==> src/rtl/pc_flow_pkg.sv <==
// pc_flow_pkg
// Shared definitions for the next-PC select path of the 8-bit single-cycle
// processor: the commit state machine encoding, the sequential PC increment,
// the default reset PC and the branch/jump decision helper.
package pc_flow_pkg;

  // 2'd3 is not a legal state; the top level steers it back to STATE_RUN.
  typedef enum logic [1:0] {
    STATE_HOLD  = 2'd0,
    STATE_RUN   = 2'd1,
    STATE_STALL = 2'd2
  } state_t;

  localparam int          PC_INC           = 4;
  localparam logic [31:0] RESET_PC_DEFAULT = 32'h0000_0000;

  // JUMP dominates; with BEQ and BNE both set one of them always holds,
  // so the branch is taken regardless of ZERO.
  function automatic logic flowSelect(input logic jump, input logic beq,
                                      input logic bne, input logic zero);
    return jump | (beq & zero) | (bne & ~zero);
  endfunction

endpackage

==> src/rtl/pc_flow_if.sv <==
// pc_flow_if
// Bundles the control-unit/memory inputs and the PC-path outputs of
// pc_flow_control.
//   master : drives JUMP, BEQ, BNE, ZERO, OFFSET, BUSYWAIT; observes the rest
//   slave  : the PC path itself (pc_flow_control)
// Signals:
//   JUMP/BEQ/BNE  control-unit flow requests for the current instruction
//   ZERO          ALU zero flag
//   OFFSET        signed branch/jump offset in instruction words
//   BUSYWAIT      instruction/data memory stall
//   PC            current program counter
//   PC_PLUS4      sequential next PC
//   TARGET        branch/jump target
//   FLOW_SEL      1 = TARGET selected, 0 = PC_PLUS4 selected
//   STALLED       high while the commit FSM is stalled
//   RETIRED       count of committed PC advances
interface pc_flow_if #(
  parameter int PC_W  = 32,
  parameter int OFF_W = 8,
  parameter int CNT_W = 16
);

  logic             JUMP;
  logic             BEQ;
  logic             BNE;
  logic             ZERO;
  logic [OFF_W-1:0] OFFSET;
  logic             BUSYWAIT;
  logic [PC_W-1:0]  PC;
  logic [PC_W-1:0]  PC_PLUS4;
  logic [PC_W-1:0]  TARGET;
  logic             FLOW_SEL;
  logic             STALLED;
  logic [CNT_W-1:0] RETIRED;

  modport master (
    output JUMP, BEQ, BNE, ZERO, OFFSET, BUSYWAIT,
    input  PC, PC_PLUS4, TARGET, FLOW_SEL, STALLED, RETIRED
  );

  modport slave (
    input  JUMP, BEQ, BNE, ZERO, OFFSET, BUSYWAIT,
    output PC, PC_PLUS4, TARGET, FLOW_SEL, STALLED, RETIRED
  );

endinterface

==> src/rtl/pc_next_mux.sv <==
// pc_next_mux
// 2:1 next-PC selector.
//   i_sel  : 0 = sequential PC (i_seq), 1 = branch/jump target (i_tgt)
//   i_seq  : PC + 4
//   i_tgt  : branch/jump target
//   o_next : selected next PC
module pc_next_mux #(
  parameter int W = 32
) (
  input  logic         i_sel,
  input  logic [W-1:0] i_seq,
  input  logic [W-1:0] i_tgt,
  output logic [W-1:0] o_next
);

  assign o_next = i_sel ? i_tgt : i_seq;

endmodule

==> src/rtl/pc_flow_control.sv <==
// pc_flow_control
// Program counter and next-PC select path of the 8-bit single-cycle
// processor. Computes PC+4 and the branch/jump target, decides the flow
// select, and commits the chosen next PC unless memory is stalling. Counts
// the instructions whose PC advance committed.
// Ports:
//   CLK    : clock, all state changes on the rising edge
//   RESET  : asynchronous active-low reset
//   bus    : pc_flow_if slave modport (controls in, PC path outputs out)
module pc_flow_control
  import pc_flow_pkg::*;
#(
  parameter int              PC_W     = 32,
  parameter int              OFF_W    = 8,
  parameter logic [PC_W-1:0] RESET_PC = PC_W'(RESET_PC_DEFAULT),
  parameter int              CNT_W    = 16
) (
  input  logic    CLK,
  input  logic    RESET,
  pc_flow_if.slave bus
);

  state_t           r_state;
  logic [PC_W-1:0]  r_pc;
  logic [CNT_W-1:0] r_retired;
  logic             r_stalled;

  logic [PC_W-1:0]  w_pcPlus4;
  logic [PC_W-1:0]  w_offExt;
  logic [PC_W-1:0]  w_target;
  logic             w_flowSel;
  logic [PC_W-1:0]  w_nextPc;

  // Offset counts instruction words, so it is sign-extended and scaled by 4.
  // Sums wrap silently in both directions.
  assign w_pcPlus4 = r_pc + PC_W'(PC_INC);
  assign w_offExt  = {{(PC_W-OFF_W-2){bus.OFFSET[OFF_W-1]}}, bus.OFFSET, 2'b00};
  assign w_target  = w_pcPlus4 + w_offExt;
  assign w_flowSel = flowSelect(bus.JUMP, bus.BEQ, bus.BNE, bus.ZERO);

  pc_next_mux #(
    .W (PC_W)
  ) u_nextMux (
    .i_sel  (w_flowSel),
    .i_seq  (w_pcPlus4),
    .i_tgt  (w_target),
    .o_next (w_nextPc)
  );

  // HOLD gives the first fetch one edge to settle. A stall exit commits on
  // the very edge BUSYWAIT drops, using the inputs present at that edge,
  // so there is no bubble after a stall.
  always_ff @(posedge CLK or negedge RESET) begin
    if (!RESET) begin
      r_state   <= STATE_HOLD;
      r_pc      <= RESET_PC;
      r_retired <= '0;
      r_stalled <= 1'b0;
    end else begin
      case (r_state)
        STATE_HOLD: begin
          r_state   <= STATE_RUN;
          r_stalled <= 1'b0;
        end
        STATE_RUN: begin
          if (bus.BUSYWAIT) begin
            r_state   <= STATE_STALL;
            r_stalled <= 1'b1;
          end else begin
            r_pc      <= w_nextPc;
            r_retired <= r_retired + CNT_W'(1);
          end
        end
        STATE_STALL: begin
          if (!bus.BUSYWAIT) begin
            r_pc      <= w_nextPc;
            r_retired <= r_retired + CNT_W'(1);
            r_state   <= STATE_RUN;
            r_stalled <= 1'b0;
          end
        end
        default: begin
          r_state   <= STATE_RUN;
          r_stalled <= 1'b0;
        end
      endcase
    end
  end

  assign bus.PC       = r_pc;
  assign bus.PC_PLUS4 = w_pcPlus4;
  assign bus.TARGET   = w_target;
  assign bus.FLOW_SEL = w_flowSel;
  assign bus.STALLED  = r_stalled;
  assign bus.RETIRED  = r_retired;

endmodule

==> src/flat_wrapper.sv <==
// flat-port wrapper written by rule: the top's interface ports become plain ports
module pc_flow_control_flat import pc_flow_pkg::*;
#(
  parameter int              PC_W     = 32,
  parameter int              OFF_W    = 8,
  parameter logic [PC_W-1:0] RESET_PC = PC_W'(RESET_PC_DEFAULT),
  parameter int              CNT_W    = 16
)
  (CLK, RESET, bus_JUMP, bus_BEQ, bus_BNE, bus_ZERO, bus_OFFSET, bus_BUSYWAIT, bus_PC, bus_PC_PLUS4, bus_TARGET, bus_FLOW_SEL, bus_STALLED, bus_RETIRED);
  pc_flow_if #(.PC_W(PC_W), .OFF_W(OFF_W), .CNT_W(CNT_W)) bus_i ();
  input  logic CLK;
  input  logic RESET;
  input wire logic [$bits(bus_i.JUMP)-1:0] bus_JUMP;
  input wire logic [$bits(bus_i.BEQ)-1:0] bus_BEQ;
  input wire logic [$bits(bus_i.BNE)-1:0] bus_BNE;
  input wire logic [$bits(bus_i.ZERO)-1:0] bus_ZERO;
  input wire logic [$bits(bus_i.OFFSET)-1:0] bus_OFFSET;
  input wire logic [$bits(bus_i.BUSYWAIT)-1:0] bus_BUSYWAIT;
  output wire logic [$bits(bus_i.PC)-1:0] bus_PC;
  output wire logic [$bits(bus_i.PC_PLUS4)-1:0] bus_PC_PLUS4;
  output wire logic [$bits(bus_i.TARGET)-1:0] bus_TARGET;
  output wire logic [$bits(bus_i.FLOW_SEL)-1:0] bus_FLOW_SEL;
  output wire logic [$bits(bus_i.STALLED)-1:0] bus_STALLED;
  output wire logic [$bits(bus_i.RETIRED)-1:0] bus_RETIRED;
  assign bus_i.JUMP = bus_JUMP;
  assign bus_i.BEQ = bus_BEQ;
  assign bus_i.BNE = bus_BNE;
  assign bus_i.ZERO = bus_ZERO;
  assign bus_i.OFFSET = bus_OFFSET;
  assign bus_i.BUSYWAIT = bus_BUSYWAIT;
  assign bus_PC = bus_i.PC;
  assign bus_PC_PLUS4 = bus_i.PC_PLUS4;
  assign bus_TARGET = bus_i.TARGET;
  assign bus_FLOW_SEL = bus_i.FLOW_SEL;
  assign bus_STALLED = bus_i.STALLED;
  assign bus_RETIRED = bus_i.RETIRED;
  pc_flow_control #(.PC_W(PC_W), .OFF_W(OFF_W), .RESET_PC(RESET_PC), .CNT_W(CNT_W)) u_core (.CLK(CLK), .RESET(RESET), .bus(bus_i));
endmodule
==> config.mk <==
export PLATFORM = sky130hd
export DESIGN_NAME = pc_flow_control_flat
export DESIGN_NICKNAME = d
export VERILOG_FILES = /design/src/rtl/pc_flow_pkg.sv /design/src/rtl/pc_flow_if.sv /design/src/rtl/pc_next_mux.sv /design/src/rtl/pc_flow_control.sv /design/src/flat_wrapper.sv
export SDC_FILE = /design/constraint.sdc
export NUM_CORES = 1
export LEC_CHECK = 0
export CORE_MARGIN = 2
export CORE_UTILIZATION = 45
export CTS_CLUSTER_SIZE = 24
export DETAILED_ROUTE_END_ITERATION = 12
export PLACE_DENSITY = 0.78
export SLEW_MARGIN = 40
export SYNTH_ARGS = -nofsm -noshare
export SYNTH_HDL_FRONTEND = slang
export SYNTH_SLANG_ARGS = --single-unit
==> constraint.sdc <==
create_clock -name CLK -period 4.58 [get_ports CLK]
set_input_delay 1.145 -clock CLK [delete_from_list [all_inputs] [get_ports CLK]]
set_output_delay 1.145 -clock CLK [all_outputs]
set_load 0.01 [all_outputs]
==> impl.org <==
** Floorplanning
- After floorplanning, the core was divided into 36 placement rows.
- Die width :: 105 um
- The core region is 0.00982 mm2.
- The die covers 0.0110 mm2.
- In this run the vertical extent of the chip is 105 um.
- Number of top-level pins :: 129
- The initial utilization of the core area, before any placement, comes to 46.7%.

** Pwr
- Static leakage :: 3.98 nW
- The internal portion of the total power is 4.24 mW.
- Total power density per cell area :: 928 mW/mm2
- In this run, the combinational gates consume 85.4% of the power.
- Total net switching power :: 3.92 mW
- Summing internal, switching and leakage power gives 8.16 mW.
- Sequential cells burn 10.3% of the power.
- Net switching is 48.0% of the power.
- VDD sags by at most 734 uV.
- The clock network is responsible for 4.3% of the overall power.

** Setup path
- Critical path, cell by cell :: and3_1, and3_2, nand2_4, nor4_4, xor2_2, ha_4, buf_6, a21oi_1, o21ai_1, a31o_2, a21o_1, o211ai_1, nand2_1, xnor2_2, buf_2
- STA puts the critical path data arrival time at 4220 ps.
- The worst setup path is captured at an output pin.
- The startpoint identified for the worst register-to-register timing path is u_core.bus.PC[2].
- The worst setup path is of the reg2out kind.
- The kind of cell with the highest combined delay along the critical path is simple AND/OR/NAND/NOR gates.
- In this run the register-to-register setup slack is 320 ps.
- The endpoint identified for the worst register-to-register timing path is u_core.bus.PC[19].
- Worst-path fanout max :: 8
- Counting cells, the worst reg-to-reg path comes to 19.
- Startpoint type of the worst setup path :: flop
- In this run the worst setup path begins at u_core.bus.PC[8].
- Slowest Stage Delay on Critical Path :: 390 ps
- Required time of the critical path :: 3430 ps
- CP bufs+invs :: 2
- The slowest stage of the critical path is the dfrtp_1 cell.

** Drt
- Dividing the detail-routed wire length by the instance count gives 25.3 um.
- Routed wire length :: 26300 um
- Drt pass-1 iters :: 6
- Detail-routed via count per cell :: 6.68
- The detail route stage leaves a number of antenna-violating nets equal to 0.
- Count of unresolved DRC violations after routing :: 0
- The detailed router finished its first iteration with 844 violations.
- Detailed routing inserted a total of 6943 vias.

** Placement
- After detailed placement, the design holds a cell count of 969.
- Once detailed placement completed, the half-perimeter wirelength came to 12800 um.
- Routability Congestion :: 0.938
- Input and output buffers added on the ports amount to 122.
- Post-DP Area :: 0.00727 mm2

** Timing
- Dividing the final minimum period by the clock period gives 117%.
- Max Fclk :: 186 MHz
- Worst-case setup margin in the final layout :: -786 ps
- Worst Skew :: 29.2 ps
- Setup repair after global routing could not meet its margin everywhere.
- Worst max-slew margin expressed relative to the limit :: 47.8%
- Counting I/O delays and the setup requirement, the final critical path takes 5370 ps.
- Transition time at the pin with the least slew margin :: 780 ps
- The count of endpoints failing hold in the final timing report was 0.
- Total count of max-transition violations in the final report :: 0
- Endpoints failing setup :: 20

** Yosys
- For this run, the number of Yosys warnings is 0.
- A synthesized cell averages 8.18 um2.
- Synth Flop Type :: dfrtp_1
- Post-synthesis compound-gate area fraction :: 20.3%
- Counting flops and latches in the post-synthesis netlist gives 48.
- Distinct cells, synth :: 69
- Adder and majority cell fraction of the synthesized area :: 9.98%
- Sequential cell area fraction in the yosys report :: 26.2%
- After technology mapping, the gate count stands at 561.
- The synthesized netlist devotes 13.4% of its cell area to XOR and XNOR gates.
- By area, the combinational part of the netlist is dominated by simple AND/OR/NAND/NOR gates.
- Post-synthesis instance area :: 0.00459 mm2
- Multiplexer share of the synthesized area :: 0.654%
- The synthesized netlist devotes 25.1% of its cell area to simple gates.
- For this run, asynchronously set or reset flops after synthesis account for 100%.
- Number of enable flip-flop cells after synthesis :: 0

** Clock tree
- Counting every sink on the clock net gives 48.
- TritonCTS built the clock tree.
- After clock tree synthesis, the clock-pin slew on the worst setup and hold paths is 130 ps.
- Num CTS Buffers :: 5
- The later pin in the worst-skew pair is clocked with a latency of 340 ps.
- Maximum count of clock buffers along a single path :: 2
- The tree is rooted in a clkbuf_8.
- After clock tree synthesis, the flow added hold-fix buffers numbering 0.
- CTS built an H-tree with a depth of 2.

** Global route
- Initial antenna violation count :: 0
- For this run, the total global-route usage over all layers was measured as 37.9%.
- After global routing the overflow that remains totals 0.
- Global-route wire length before repair :: 33500 um
- Entering global routing, the biggest net connects 49 pins.
- Number of global-route vias before repair :: 6239

** Worst hold path
- For hold timing, the worst endpoint is u_core.bus.RETIRED[12].
- Hold Path Class :: reg2reg
- The worst hold path begins at u_core.bus.RETIRED[12].
- Counting instances, the worst hold path has a depth of 1.

** Layout
- Post-layout net count :: 956
- Once layout is complete, the utilization of the core stands at 89.5%.
- Final instance area :: 0.00879 mm2
- Relative to the synthesized area, the layout overhead comes to 91.5%.
- Antenna fix cells :: 0
- Fraction of final layout cells sized beyond drive strength 1 :: 45.4%
- Final cell count without fillers :: 1039

** Run status
- Outcome :: finished with violations
- The checks that failed: negative setup slack.

** Flow run
- Max-capacitance violation count :: 0
Yosys cell counts, types with 2 or more instances:
| master | n | share of area [%] |
|---|---|---|
| a32oi_1 | 2 | 0.38 |
| xor2_1 | 23 | 4.4 |
| and2_1 | 2 | 0.27 |
| xnor2_1 | 47 | 9.0 |
| o21a_1 | 2 | 0.33 |
| nand4_4 | 2 | 0.93 |
| mux2i_1 | 3 | 0.65 |
| a31o_2 | 3 | 0.57 |
| o21ai_1 | 2 | 0.22 |
| nand4_1 | 12 | 1.6 |
| nand3b_1 | 3 | 0.49 |
| a211oi_1 | 5 | 0.82 |
| o21ai_0 | 30 | 3.3 |
| nor4_1 | 9 | 1.2 |
| or3_1 | 2 | 0.27 |
| a21oi_1 | 40 | 4.4 |
| ha_1 | 35 | 9.5 |
| o41ai_1 | 2 | 0.38 |
| a31oi_1 | 9 | 1.2 |
| nand3_1 | 39 | 4.3 |
| buf_1 | 2 | 0.16 |
| buf_4 | 8 | 1.3 |
| or2_2 | 2 | 0.27 |
| nor3b_1 | 2 | 0.33 |
| clkbuf_1 | 19 | 1.6 |
| a21o_1 | 14 | 2.3 |
| nor2_1 | 36 | 2.9 |
| nor2b_1 | 3 | 0.41 |
| dfrtp_1 | 48 | 26 |
| inv_1 | 9 | 0.74 |
| nor3_1 | 14 | 1.5 |
| and4_1 | 3 | 0.57 |
| nand2_1 | 59 | 4.8 |
| a221o_1 | 7 | 1.5 |
| o21bai_1 | 4 | 0.65 |
| clkbuf_2 | 2 | 0.22 |
| and3_1 | 18 | 2.5 |
| buf_2 | 4 | 0.44 |
| o211ai_1 | 5 | 0.82 |
through the flow:
stage               hold WS [ps]  TNS (ps)  setup slack, ps
CTS                          497     -2130             -186
floorplan                    489     -4.34            -4.34
global route                 529     -9720             -787
detailed placement           483    -16430             -880
finish                       496     -8450             -786
global placement             463    -15850             -862
registers in the layout, summed over array words and instances (netlist names):
register,flops
u_core.bus.PC,30
u_core.bus.RETIRED,16
u_core.bus.STALLED,1
u_core.r_state,1
worst max-delay path by stage:
stage | cells past startpoint | end
CTS | 17 | bus_TARGET[27]
global route | 15 | bus_TARGET[28]
detailed placement | 12 | bus_TARGET[30]
finish | 15 | bus_TARGET[24]
floorplan | 15 | bus_TARGET[25]
global placement | 12 | bus_TARGET[30]
layer usage:
layer / global-route usage [%] / routed length, um / vias to the layer above
li1: - / - / 2730
met1: 47.1 / 8990 / 3216
met2: 65.3 / 11900 / 723
met3: 6.18 / 3050 / 274
met4: 15.6 / 2370 / 0
met5: 0 / 0 / -
what timing repair did:
item / CTS / global route
setup endpoints to repair: 24 / 26
pin swaps: 74 / 50
gates resized for setup: 211 / 63
cloned: 0 / 0
buffers inserted: 41 / 24
placed cells by master (no fill, tap or decap), types with 4 or more instances in the layout:
| cell type | synthesis | routed |
|---|---|---|
| nand2_1 | 59 | 54 |
| xor2_2 | 0 | 7 |
| a31oi_1 | 9 | 6 |
| xnor2_1 | 47 | 28 |
| xnor2_4 | 0 | 7 |
| inv_1 | 9 | 9 |
| xnor2_2 | 0 | 12 |
| a21oi_1 | 40 | 28 |
| buf_2 | 4 | 15 |
| clkdlybuf4s50_1 | 0 | 92 |
| a21o_1 | 14 | 14 |
| o21ai_1 | 2 | 6 |
| a221o_1 | 7 | 7 |
| ha_4 | 0 | 14 |
| nor3_1 | 14 | 9 |
| a21oi_2 | 0 | 10 |
| and3_1 | 18 | 14 |
| and3_4 | 0 | 4 |
| conb_1 | 1 | 6 |
| nor2_2 | 0 | 4 |
| ha_1 | 35 | 18 |
| xor2_1 | 23 | 13 |
| dfrtp_1 | 48 | 47 |
| nand4_1 | 12 | 12 |
| clkbuf_8 | 0 | 5 |
| nor2_1 | 36 | 28 |
| nand3_4 | 0 | 5 |
| nor2_4 | 0 | 4 |
| nor3_2 | 0 | 4 |
| nand3_1 | 39 | 32 |
| buf_6 | 0 | 21 |
| clkbuf_2 | 2 | 4 |
| buf_4 | 8 | 227 |
| o211ai_1 | 5 | 5 |
| nor4_1 | 9 | 7 |
| o21ai_0 | 30 | 21 |
| o21ai_2 | 1 | 4 |
cell type report:
type / count / area [um2]
Multi-Input combinational cell: 474 / 4230
Timing Repair Buffer: 367 / 3040
Sequential cell: 48 / 1200
Fill cell: 415 / 1030
Tap cell: 133 / 166
Clock buffer: 5 / 68.8
Clock inverter: 3 / 46.3
Inverter: 9 / 33.8
logic make-up after synthesis:
group                      after synthesis
buffers and inverters                   44
DFF                                     48
other                                    1
AOI/OAI and AO/OA                      142
adders and majority gates               36
and+or+nand+nor                        217
muxes                                    3
xor gates and xnor gates                70
power groups by stage:
stage | registers (mW) | clock network, mW | logic (mW)
after floorplan | 0.889 | 0 | 2.16
after global placement | 0.771 | 0 | 5.00
after detailed placement | 0.783 | 0 | 5.10
after CTS | 0.786 | 0.337 | 5.80
after global routing | 0.855 | 0.365 | 7.17
final | 0.838 | 0.351 | 6.97
(Power assumes the default switching activity.)
